`config.mk`:
```
export PLATFORM = sky130hd
export DESIGN_NAME = uart_tx_arbiter
export DESIGN_NICKNAME = d
export VERILOG_FILES = /design/src/rtl/uart_arb_pkg.sv /design/src/rtl/uart_rr_pick.sv /design/src/rtl/uart_tx_arbiter.sv
export SDC_FILE = /design/constraint.sdc
export NUM_CORES = 1
export LEC_CHECK = 0
export ABC_AREA = 1
export CORE_MARGIN = 5
export CORE_UTILIZATION = 52
export CTS_BUF_LIST = sky130_fd_sc_hd__clkbuf_4 sky130_fd_sc_hd__clkbuf_8 sky130_fd_sc_hd__clkbuf_16
export CTS_CLUSTER_DIAMETER = 60
export CTS_CLUSTER_SIZE = 30
export DETAILED_ROUTE_END_ITERATION = 10
export GPL_TIMING_DRIVEN = 0
export PLACE_DENSITY = 0.89
export REMOVE_ABC_BUFFERS = 1
export SLEW_MARGIN = 20
export SYNTH_ARGS = -nofsm -noshare
export SYNTH_HDL_FRONTEND = slang
export SYNTH_SLANG_ARGS = --single-unit
```
`constraint.sdc`:
```
create_clock -name clk -period 5 [get_ports clk]
set_input_delay 0.75 -clock clk [delete_from_list [all_inputs] [get_ports clk]]
set_output_delay 0.75 -clock clk [all_outputs]
set_load 0.005 [all_outputs]
```
`src/rtl/uart_arb_pkg.sv`:
```
// Shared definitions for the UART transmit arbiter: FSM encoding and default
// timing constants for an 868-clock-per-baud UART.
package uart_arb_pkg;

    typedef enum logic [1:0] {
        IDLE = 2'd0,
        LOAD = 2'd1,
        SEND = 2'd2
    } arb_state_e;

    localparam int CLOCKS_PER_BAUD = 868;
    localparam int HALF_PER_BAUD   = 434;
    // Ten bit-times: one full UART frame of silence mid-packet.
    localparam int TIMEOUT_CYCLES  = 8680;

endpackage : uart_arb_pkg

```
`src/rtl/uart_rr_pick.sv`:
```
// Combinational round-robin picker: the first valid requester strictly after
// last_grant, found by rotating a doubled request vector and priority-encoding.
module uart_rr_pick #(
    parameter int N_REQ = 4,
    parameter int IDX_W = 2
) (
    input  logic [N_REQ-1:0] valid_i,
    input  logic [IDX_W-1:0] last_grant_i,
    output logic [IDX_W-1:0] pick_idx_o,
    output logic             any_valid_o
);

    logic [2*N_REQ-1:0] dbl_s;
    logic [2*N_REQ-1:0] rot_s;
    logic [IDX_W:0]     start_s;
    logic [IDX_W:0]     off_s;
    logic [IDX_W:0]     sum_s;

    // Rotate so the scan start sits at bit 0, then take the lowest set bit.
    always_comb begin
        dbl_s = {valid_i, valid_i};
        if (last_grant_i >= IDX_W'(N_REQ - 1)) begin
            start_s = {(IDX_W+1){1'b0}};
        end else begin
            start_s = {1'b0, last_grant_i} + (IDX_W+1)'(1);
        end
        rot_s = dbl_s >> start_s;
        off_s = {(IDX_W+1){1'b0}};
        for (int k = N_REQ - 1; k >= 0; k--) begin
            if (rot_s[k]) begin
                off_s = (IDX_W+1)'(k);
            end else begin
                off_s = off_s;
            end
        end
        sum_s = start_s + off_s;
        if (sum_s >= (IDX_W+1)'(N_REQ)) begin
            pick_idx_o = IDX_W'(sum_s - (IDX_W+1)'(N_REQ));
        end else begin
            pick_idx_o = sum_s[IDX_W-1:0];
        end
        any_valid_o = |valid_i;
    end

endmodule : uart_rr_pick

```
`src/rtl/uart_tx_arbiter.sv`:
```
// Packet-locked round-robin arbiter sharing one UART TX byte port between
// N_REQ requesters, with a stall timeout that drops a wedged packet.
module uart_tx_arbiter #(
    parameter int N_REQ          = 4,
    parameter int IDX_W          = 2,
    parameter int DW             = 8,
    parameter int TO_BITS        = 14,
    parameter int TIMEOUT_CYCLES = uart_arb_pkg::TIMEOUT_CYCLES
) (
    input  logic                clk,
    input  logic                i_reset,
    input  logic [N_REQ-1:0]    i_req_valid,
    input  logic [N_REQ*DW-1:0] i_req_data,
    input  logic [N_REQ-1:0]    i_req_last,
    output logic [N_REQ-1:0]    o_req_ready,
    output logic                o_tx_valid,
    output logic [DW-1:0]       o_tx_data,
    input  logic                i_tx_ready,
    output logic                o_grant_valid,
    output logic [IDX_W-1:0]    o_grant_idx,
    output logic                o_abort
);

    import uart_arb_pkg::*;

    arb_state_e         state_q, state_d;
    logic [IDX_W-1:0]   grant_q, grant_d;
    logic [IDX_W-1:0]   last_grant_q, last_grant_d;
    logic               grant_valid_q, grant_valid_d;
    logic               first_byte_q, first_byte_d;
    logic               last_q, last_d;
    logic [TO_BITS-1:0] to_cnt_q, to_cnt_d;
    logic [DW-1:0]      tx_data_q, tx_data_d;
    logic               tx_valid_q, tx_valid_d;
    logic [N_REQ-1:0]   req_ready_q, req_ready_d;
    logic               abort_q, abort_d;

    logic [IDX_W-1:0]   pick_idx_s;
    logic               any_valid_s;
    logic [N_REQ-1:0]   grant_onehot_s;

    uart_rr_pick #(
        .N_REQ (N_REQ),
        .IDX_W (IDX_W)
    ) u_pick (
        .valid_i      (i_req_valid),
        .last_grant_i (last_grant_q),
        .pick_idx_o   (pick_idx_s),
        .any_valid_o  (any_valid_s)
    );

    // Next-state logic; ready and tx_valid are derived from the next state so
    // they come straight out of flops with no path from i_req_valid.
    always_comb begin
        state_d       = state_q;
        grant_d       = grant_q;
        last_grant_d  = last_grant_q;
        grant_valid_d = grant_valid_q;
        first_byte_d  = first_byte_q;
        last_d        = last_q;
        to_cnt_d      = to_cnt_q;
        tx_data_d     = tx_data_q;
        abort_d       = 1'b0;

        case (state_q)
            IDLE: begin
                if (any_valid_s) begin
                    grant_d       = pick_idx_s;
                    grant_valid_d = 1'b1;
                    first_byte_d  = 1'b1;
                    to_cnt_d      = {TO_BITS{1'b0}};
                    state_d       = LOAD;
                end else begin
                    state_d       = IDLE;
                end
            end
            LOAD: begin
                if (i_req_valid[grant_q]) begin
                    tx_data_d    = i_req_data[int'(grant_q)*DW +: DW];
                    last_d       = i_req_last[grant_q];
                    first_byte_d = 1'b0;
                    to_cnt_d     = {TO_BITS{1'b0}};
                    state_d      = SEND;
                end else if (!first_byte_q) begin
                    // Mid-packet stall: give up after TIMEOUT_CYCLES idle cycles.
                    if (to_cnt_q >= TO_BITS'(TIMEOUT_CYCLES - 1)) begin
                        abort_d       = 1'b1;
                        last_grant_d  = grant_q;
                        grant_valid_d = 1'b0;
                        to_cnt_d      = {TO_BITS{1'b0}};
                        state_d       = IDLE;
                    end else begin
                        to_cnt_d      = to_cnt_q + TO_BITS'(1);
                    end
                end else begin
                    to_cnt_d = to_cnt_q;
                end
            end
            SEND: begin
                if (i_tx_ready) begin
                    if (last_q) begin
                        last_grant_d  = grant_q;
                        grant_valid_d = 1'b0;
                        state_d       = IDLE;
                    end else begin
                        state_d       = LOAD;
                    end
                end else begin
                    state_d = SEND;
                end
            end
            default: begin
                grant_valid_d = 1'b0;
                state_d       = IDLE;
            end
        endcase

        grant_onehot_s = {{(N_REQ-1){1'b0}}, 1'b1} << grant_d;
        if (state_d == LOAD) begin
            req_ready_d = grant_onehot_s;
        end else begin
            req_ready_d = {N_REQ{1'b0}};
        end
        tx_valid_d = (state_d == SEND);
    end

    // State and output registers with synchronous reset.
    always_ff @(posedge clk) begin
        if (i_reset) begin
            state_q       <= IDLE;
            grant_q       <= {IDX_W{1'b0}};
            last_grant_q  <= IDX_W'(N_REQ - 1);
            grant_valid_q <= 1'b0;
            first_byte_q  <= 1'b0;
            last_q        <= 1'b0;
            to_cnt_q      <= {TO_BITS{1'b0}};
            tx_data_q     <= {DW{1'b0}};
            tx_valid_q    <= 1'b0;
            req_ready_q   <= {N_REQ{1'b0}};
            abort_q       <= 1'b0;
        end else begin
            state_q       <= state_d;
            grant_q       <= grant_d;
            last_grant_q  <= last_grant_d;
            grant_valid_q <= grant_valid_d;
            first_byte_q  <= first_byte_d;
            last_q        <= last_d;
            to_cnt_q      <= to_cnt_d;
            tx_data_q     <= tx_data_d;
            tx_valid_q    <= tx_valid_d;
            req_ready_q   <= req_ready_d;
            abort_q       <= abort_d;
        end
    end

    assign o_req_ready   = req_ready_q;
    assign o_tx_valid    = tx_valid_q;
    assign o_tx_data     = tx_data_q;
    assign o_grant_valid = grant_valid_q;
    assign o_grant_idx   = grant_q;
    assign o_abort       = abort_q;

endmodule : uart_tx_arbiter

```
After elaboration in Yosys (flattened, before gate mapping):

Cells that the tools add are included.

* register bits: 37
* output and inout port bits: 17
* input port bits: 43
* logic and storage cells: 87

* order comparisons: 4
* shift operators: 3
* bitwise operators: 2
* reductions and logical operators: 11
* muxes and demuxes: 40
* add/sub/neg operators: 4
* equality and inequality tests: 12

Operators by type and width (number)
* $mux 14: 4
* $mux 2: 16
* $shiftx 32x6->8: 1
* $pmux 14 s2: 1
* $add 14x1->14 const B: 1
* $ge 14x14->1 const B: 1
* $ne 2x2->1 const B: 7
* $mux 1: 12
* $reduce_and 6->1: 2
* $reduce_or 4->1: 2
* $shr 8x3->4: 1
* $pmux 2 s3: 1
* $reduce_and 3->1: 2
* $bmux 1 s2: 2
* $eq 2x1->1 const B: 2
* $eq 2x2->1 const B: 2
* $pmux 2 s2: 1
* $reduce_bool 2->1: 2
* $shl 1x2->4 const A: 1
* $add 2x1->3 const B: 1
* $add 3x2->3: 1
* $ge 3x3->1 const B: 1
* $lt 2x3->1 const B: 1
* $mux 3: 1
* 9 further kinds: 10

Longest topological paths before layout:

Gate-level depths: netlist of the first run.

* depth in word-level cells: 13
* depth in mapped cells: 18
* depth with buffers taken out: 18

Hierarchy:

Synthesis of the first run repeated with hierarchy kept, for this count alone.

* cells, all modules: 344
* area total of the unflattened synthesis: 2268.4 µm²

By module, submodules not included
* uart_tx_arbiter: sequential area each 740.7 µm², times used 1, cells an instance 288, area an instance 2018.2 µm²
* uart_rr_pick: sequential area each 0.0 µm², times used 1, cells an instance 56, area an instance 250.2 µm²

Worst setup path after synthesis of the first run:

OpenSTA, ideal clock, no wires.

* kind: in2reg
* start point: in i_req_valid[2]
* end point: reg req_ready_q[0], in the netlist o_req_ready[0]
* slack: 2.949 ns
* setup time: 0.126 ns
* arrival: 1.925 ns
* data required time: 4.874 ns
* buffers on the path: 0
* cell stages on the path: 15
* cell sequence: inv_1 > nand2_1 > nand2_1 > nand2_1 > a31oi_1 > nor2_1 > ha_1 > xnor2_1 > inv_1 > nand3_1 > nand2_1 > nand2_1 > nand2_1 > nand2_1 > nor2_1

* cells in the longest elaborated chain, start to end: 11
* elaborated cells on any way between the ends: 21
* classes of those cells: 2 x add/sub; 1 x order compare; 1 x eq/ne; 2 x shift; 12 x mux; 1 x bitwise; 2 x reduce/logical

RTL lines
* from (decl): line uart_tx_arbiter.sv:12 `input logic [N_REQ-1:0] i_req_valid,`
* $shr 8x3->4: line uart_rr_pick.sv:27 `rot_s = dbl_s >> start_s;`
* $mux 2 (4 in series): line uart_rr_pick.sv:30 `if (rot_s[k]) begin`
* $add 3x2->3: line uart_rr_pick.sv:36 `sum_s = start_s + off_s;`
* $ge 3x3->1 or $sub 2x1->2 (tied branches): line uart_rr_pick.sv:37, uart_rr_pick.sv:38
* $mux 2: line uart_rr_pick.sv:37 `if (sum_s >= (IDX_W+1)'(N_REQ)) begin`
* $mux 2: line uart_tx_arbiter.sv:67 `if (any_valid_s) begin`
* $mux 2: line uart_tx_arbiter.sv:65 `case (state_q)`
* $shl 1x2->4: line uart_tx_arbiter.sv:118 `grant_onehot_s = {{(N_REQ-1){1'b0}}, 1'b1} << grant_d;`
* to (signal assigned): line uart_tx_arbiter.sv:139 `req_ready_q <= {N_REQ{1'b0}};`
* to (signal assigned): line uart_tx_arbiter.sv:151 `req_ready_q <= req_ready_d;`
* to (decl): line uart_tx_arbiter.sv:35 `logic [N_REQ-1:0] req_ready_q, req_ready_d;`

Parallel ways exist; a longest one is shown, timed or not. The select of a mux whose other input is x is not followed.
A chain may end at the register's enable or synchronous reset.

Final worst setup path of the first run:

* start point: reg grant_q[0], in the netlist o_grant_idx[0]
* end point: reg to_cnt_q[13]

* cells in the longest elaborated chain, start to end: 4
* elaborated cells on any way between the ends: 6
* classes of those cells: 1 x eq/ne; 4 x mux; 1 x reduce/logical

RTL lines
* from (decl): line uart_tx_arbiter.sv:27 `logic [IDX_W-1:0] grant_q, grant_d;`
* from (signal assigned): line uart_tx_arbiter.sv:131 `grant_q <= {IDX_W{1'b0}};`
* from (signal assigned): line uart_tx_arbiter.sv:143 `grant_q <= grant_d;`
* $bmux 1 s2 (*): line uart_tx_arbiter.sv:78 `if (i_req_valid[grant_q]) begin`
* $mux 1 (implied by the code) (*): line uart_tx_arbiter.sv:78
* $ne 3x3->1 (no source line) or $mux 14 (tied branches)
* $reduce_and 3->1 (no source line) or $pmux 14 s2 (tied branches)
* to (signal assigned): line uart_tx_arbiter.sv:136 `to_cnt_q <= {TO_BITS{1'b0}};`
* to (signal assigned): line uart_tx_arbiter.sv:148 `to_cnt_q <= to_cnt_d;`
* to (decl): line uart_tx_arbiter.sv:32 `logic [TO_BITS-1:0] to_cnt_q, to_cnt_d;`

Mark *: on every way between the ends. The rest lies on a longest branch, timed or not. The select of a mux whose other input is x is not followed.

==> metrics, run 1 <==
status finished clean; mapped cell area 2133 um^2; Post-Synth Adder-Cell Area under 10%; Primary FF master, synth dfxtp_1; cell with the most instances after synthesis nand2_1; Worst path top cell family by delay compound AO/OA/AOI/OAI gates; Crit Path Class reg -> reg; Slew headroom ~51%; final core occ between 70% and 80%; clock buffer depth 2; Worst Skew roughly 0.009 ns; Crit Path Max Fanout 23; Final #Nets 423; highest ir drop seen on vdd between 0.0002 and 0.00025 V; Area Growth Syn to Fin 32.84%; largest area contributor in the netlist dfxtp_1; unrepaired setup endpoints after global routing no; worst slew pin tran 0.7371 ns; DR pass1 iterations 4; Tot Pwr 0.9382 mW; maxcap violations 0; Synth Warn # 0; worst path required time just over 5 ns; critical path cell sequence inv_2, nor2_1, o21ai_2, nand2_4, o211ai_4, nand2_1, nand2_1, inv_1, o21ai_0, inv_1; max incr delay on CP ~0.55 ns; Post-Syn Area per Cell between 6 and 7 um^2; Synth Area in Compound Gates 16.19%; CTS clock-pin slew for the worst setup and hold paths 0.07 ns; Simple-Gate Fraction of Synth Area 36.72%; # DRC 0; Hold Vio Cnt, Final 0; Row Count 23; Cells after Synth 324; Die Area 5483 um^2; PD cells 331.1 nW/um^2; number of global-route vias before repair 2,108; Final TNS setup 0 ns; input/output buffers 59; Cell variety after synth 33; final setup fails 0; layout cells sized above 1 8.201%; vias post-DR 2,251; largest net degree at the start of global routing 24; XOR/XNOR Fraction of Synth Area 1.232%; multiplexer share of the synthesized area 0%; number of synthesized flops with an enable pin 0; gpl congestion 0.9213; io pins 60; Clock Sinks 37; post-route setup slack 2.051 ns; final wirelength 5.630 mm; Vias per Instance 5.259; Post-Place Worst Slack 1.785 ns; Initial Util 53.33%; register area share after synthesis 34.72%; Period minus WS final 2.949 ns; Synth top area share 34.72%; gr usage total 22.13%; first-pass GRT wire length 9.363 mm; Slew Limit Fails 0; Resize count post-CTS 0; Static Leak 1.196 nW; synthesized flop and latch total 37; CP Launch Type register; Core Area 4000 um^2; Hold-fix buffers, CTS 0; chip width 74.05 um; 1st-iter DRT viols 127; ANT cells 0; CTS tree built; post-DP HPWL 4.338 mm; number of antenna violations at the first check in global routing 0; CP endpoint kind register; Post CTS Setup Buffer Count 0; CP max stage cell dfxtp_1; worst hold path class reg -> reg; Synth async-reset ratio 0%; CTS root buffer clkbuf_8; Avg WL per Cell 13.15 um; Inserted Clock Buffers 5; Post-synth top cells nand2_1 (75), nor2_1 (49), dfxtp_1 (37); CTS H-tree depth 2; final worst-path cycle share about three fifths; Peak Freq about 340 MHz; WP data arrival between 3 and 4 ns; Post-DRT Antenna Nets 0; total grt overflow 0; die height 74.05 um; worst-skew pair later-pin latency around 0.29 ns; largest family of logic cells by synthesized area simple AND/OR/NAND/NOR gates; dominant cells by area after synthesis dfxtp_1 (35%), nand2_1 (13%), nor2_1 (8.6%); Fill cells 337; WP buf/inv 3
## cells in the final DEF, fill, tap and decap left out, types with 5 or more instances in the layout
cell,n
a21oi_1,22
o21ai_0,23
clkbuf_8,6
nor2_1,49
inv_2,5
nand2_1,75
clkdlybuf4s50_1,59
nand3_1,25
inv_1,29
dfxtp_1,37
o22ai_1,9
nor3_2,7
## per-stage QoR
| step | hold slack, ns | cells | cell area (um^2) |
|---|---|---|---|
| 2_1_floorplan | 0.4397 | 311 | 2061 |
| 3_3_place_gp | 0.4523 | 420 | 2714 |
| 3_5_place_dp | 0.4591 | 420 | 2714 |
| 4_1_cts | 0.4682 | 428 | 2834 |
| 5_1_grt | 0.4888 | 428 | 2834 |
| 6_report | 0.4650 | 428 | 2834 |
## metal layers
layer	up-vias	wire length (um)	GRT usage (%)
met2	55	2789	37.50
li1	1160	-	-
met5	-	0	0
met3	14	284	4.459
met4	0	144	9.658
met1	1022	2411	27.16
## cell families after synthesis
group / after synthesis
AO/OA/AOI/OAI: 61
XOR/XNOR: 3
adder cells (fa/ha/maj): 3
buffers and inverters: 47
flip-flops: 37
AND/OR/NAND/NOR: 173
## power by group
group / leakage (nW) / internal, mW / total, mW / switching, mW
Sequential: 0.301 / 0.324 / 0.354 / 0.0299
Clock: 0.0619 / 0.168 / 0.271 / 0.103
Combinational: 0.833 / 0.131 / 0.313 / 0.182
## tightest hold or removal path, cell delays in order, from the launching register on
cell and delay [ns]:
dfxtp_1 0.31, nand2_1 0.06, a21oi_1 0.06
## sequential cells by signal, summed over array words and instances (netlist names), 2 cells and up
register / flops
o_req_ready: 4
last_grant_q: 2
o_grant_idx: 2
o_tx_data: 8
state_q: 2
to_cnt_q: 14
## path summary, 6_finish.rpt
kind | startpoint | end | slack (ns) | depth (start not counted)
max | o_grant_idx[0] | to_cnt_q[13] | 2.05 | 10
min | o_tx_data[3] | o_tx_data[3] | 0.46 | 2
max reg2reg | o_grant_idx[0] | to_cnt_q[13] | 2.05 | 10
min reg2reg | o_tx_data[3] | o_tx_data[3] | 0.46 | 2
## final cells by class
class	count	area (um^2)	share of cell area, %
Multi-Input combinational cell	240	1192	42.07
Sequential cell	37	740.7	26.14
Timing Repair Buffer	59	590.6	20.84
Inverter	34	127.6	4.503
Clock buffer	7	90.09	3.179
Tap cell	50	62.56	2.208
Clock inverter	1	30.03	1.060
No activity file was read; power rests on OpenSTA's default activity.
==> inputs of run 2 (changes only) <==
--- a/config.mk
+++ b/config.mk
@@ -7,13 +7,13 @@
 export LEC_CHECK = 0
 export ABC_AREA = 1
 export CORE_MARGIN = 5
-export CORE_UTILIZATION = 52
+export CORE_UTILIZATION = 43
 export CTS_BUF_LIST = sky130_fd_sc_hd__clkbuf_4 sky130_fd_sc_hd__clkbuf_8 sky130_fd_sc_hd__clkbuf_16
 export CTS_CLUSTER_DIAMETER = 60
 export CTS_CLUSTER_SIZE = 30
 export DETAILED_ROUTE_END_ITERATION = 10
 export GPL_TIMING_DRIVEN = 0
-export PLACE_DENSITY = 0.89
+export PLACE_DENSITY = 0.79
 export REMOVE_ABC_BUFFERS = 1
 export SLEW_MARGIN = 20
 export SYNTH_ARGS = -nofsm -noshare
==> constraint.sdc (replaced) <==
create_clock -name clk -period 2.5 [get_ports clk]
set_input_delay 0.375 -clock clk [delete_from_list [all_inputs] [get_ports clk]]
set_output_delay 0.375 -clock clk [all_outputs]
set_load 0.005 [all_outputs]
==> metrics, run 2 (synthesis results as in run 1) <==
Worst Skew 0.003565 ns; Largest Register to_cnt_q; FF+latch area 745.7 um^2; total grt overflow 0; CTS tree built; worst-skew pair later-pin latency 0.28 ns; Static Leak about 1.2 nW; highest ir drop seen on vdd around 0.00048 V; Row Count 25; clock network power share 23.0%; maxcap violations 0; final worst-path cycle share roughly 90%; RR Endpoint to_cnt_q[13]; Crit Path Max Fanout 19; final setup fails 0; Post-Place Worst Slack -0.5379 ns; Setup crit start o_grant_idx[1]; worst slew pin tran ~0.69 ns; Slew Limit Fails 0; io pins 60; Cell Area, Placed approximately 2700 um^2; Switch Pwr 0.6291 mW; Reg2Reg Launch Point o_grant_idx[1]; CTS clock-pin slew for the worst setup and hold paths 0.07 ns; gpl congestion between 0.8 and 0.9; vias post-DR between 2,000 and 2,500; Final TNS setup 0 ns; commonest non-fill, non-tap cells in the layout nand2_1 (74), clkdlybuf4s50_1 (59), nor2_1 (49), dfxtp_1 (35), inv_1 (29); 1st-iter DRT viols between 80 and 90; status finished clean; CTS H-tree depth 2; post-DP HPWL 4.177 mm; Initial Util roughly 45%; input/output buffers 59; # DRC 0; worst hold path class reg -> reg; number of global-route vias before repair between 2,000 and 2,500; Period minus WS final 2.260 ns; CP Launch Type register; commonest non-fill, non-tap cell in the layout nand2_1; clock buffer depth 2; CP endpoint kind register; number of antenna violations at the first check in global routing 0; Setup crit end to_cnt_q[13]; Slew headroom 53.74%; Clock Sinks 37; final wirelength ~5.6 mm; die height between 80 and 90 um; Int Pwr roughly 1.1 mW; ANT cells 0; Die Area 6470 um^2; DR pass1 iterations 4; FF-to-FF setup slack 0.24 ns; Fill cells around 460; PD cells 616.8 nW/um^2; Core Area 4755 um^2; Final #Nets 426; WP data arrival 2.44 ns; Avg WL per Cell 12.44 um; Post-DRT Antenna Nets 0; CTS root buffer clkbuf_8; layout cells sized above 1 under 10%; Hold Vio Cnt, Final 0; chip width 80.44 um; Peak Freq 442.4 MHz; Crit Path Class reg -> reg; Area Growth Syn to Fin 34.37%; sequential power share 40.4%; Switching Share a little over a third; largest net degree at the start of global routing 24; post-route setup slack 0.2396 ns; final core occ 60.29%; multi-input logic area 1207 um^2; combinational power share around 37%; gr usage total 18.19%; Inserted Clock Buffers 5; max reg flops 14; worst path required time 2.68 ns; Design Area, Final 2867 um^2; first-pass GRT wire length 9.384 mm; Vias per Instance around 5; Reg2Reg Depth 10
-- run 2: cell types whose count changed in the layout (fill, tap and decap cells not counted), sizes merged --
cell / change
bufinv: -1
buf: +3
clkbuf: -1
clkinv: +2
-- run 2: through the flow --
stage          cells  hold slack [ns]  total power, mW
5_1_grt          448           0.4859            1.894
4_1_cts          445           0.4675            1.755
3_5_place_dp     437           0.4585            1.337
3_3_place_gp     437           0.4528            1.323
2_1_floorplan    311           0.4397            1.084
6_report         448           0.4647            1.768
-- run 2: critical path: stages, from the launching register on --
cell and delay, ns:
dfxtp_2 0.40, inv_1 0.32, nand2_1 0.16, o21ai_4 0.18
nand2_4 0.20, o211ai_4 0.28, nand2_1 0.18, nand2_4 0.20
inv_1 0.09, o21ai_0 0.08, inv_1 0.05
-- run 2: worst min-delay path by stage --
stage | start | to | slack [ns] | depth (start not counted)
6_report | o_tx_data[4] | o_tx_data[4] | 0.46 | 2
5_1_grt | o_tx_data[5] | o_tx_data[5] | 0.49 | 2
4_1_cts | o_tx_data[4] | o_tx_data[4] | 0.47 | 2
3_5_place_dp | o_tx_data[7] | o_tx_data[7] | 0.46 | 2
3_3_place_gp | o_tx_data[5] | o_tx_data[5] | 0.45 | 2
2_1_floorplan | last_q | last_q | 0.44 | 2
-- run 2: final cells by class --
type,count,share of cell area [%]
multi-input cells,240,42.12
flip-flops and latches,37,26.01
repair buffers,62,21.39
inverters,34,4.540
well taps,67,2.924
clock buffers,6,2.663
clock inverters,2,0.3492
-- run 2: power by group through the flow --
stage               Clock [mW]  Combinational (mW)  Sequential, mW
floorplan                    0               0.373           0.711
global placement             0               0.603           0.720
detailed placement           0               0.614           0.723
CTS                      0.420               0.624           0.711
global route             0.446               0.725           0.722
finish                   0.407               0.647           0.714
-- run 2: repair_timing --
action                                  CTS  global route
endpoints found under the setup margin   14            11
setup buffers                             0             3
pin swaps                                 0             1
hold buffers                              0             0
resized for setup                         4             3
-- run 2: routing by layer --
metal | track usage [%] | up-vias | wire (um)
met3 | 2.915 | 11 | 147
met4 | 8.615 | 0 | 124
met2 | 31.87 | 35 | 2798
li1 | - | 1168 | -
met5 | 0 | - | 0
met1 | 21.47 | 1050 | 2505
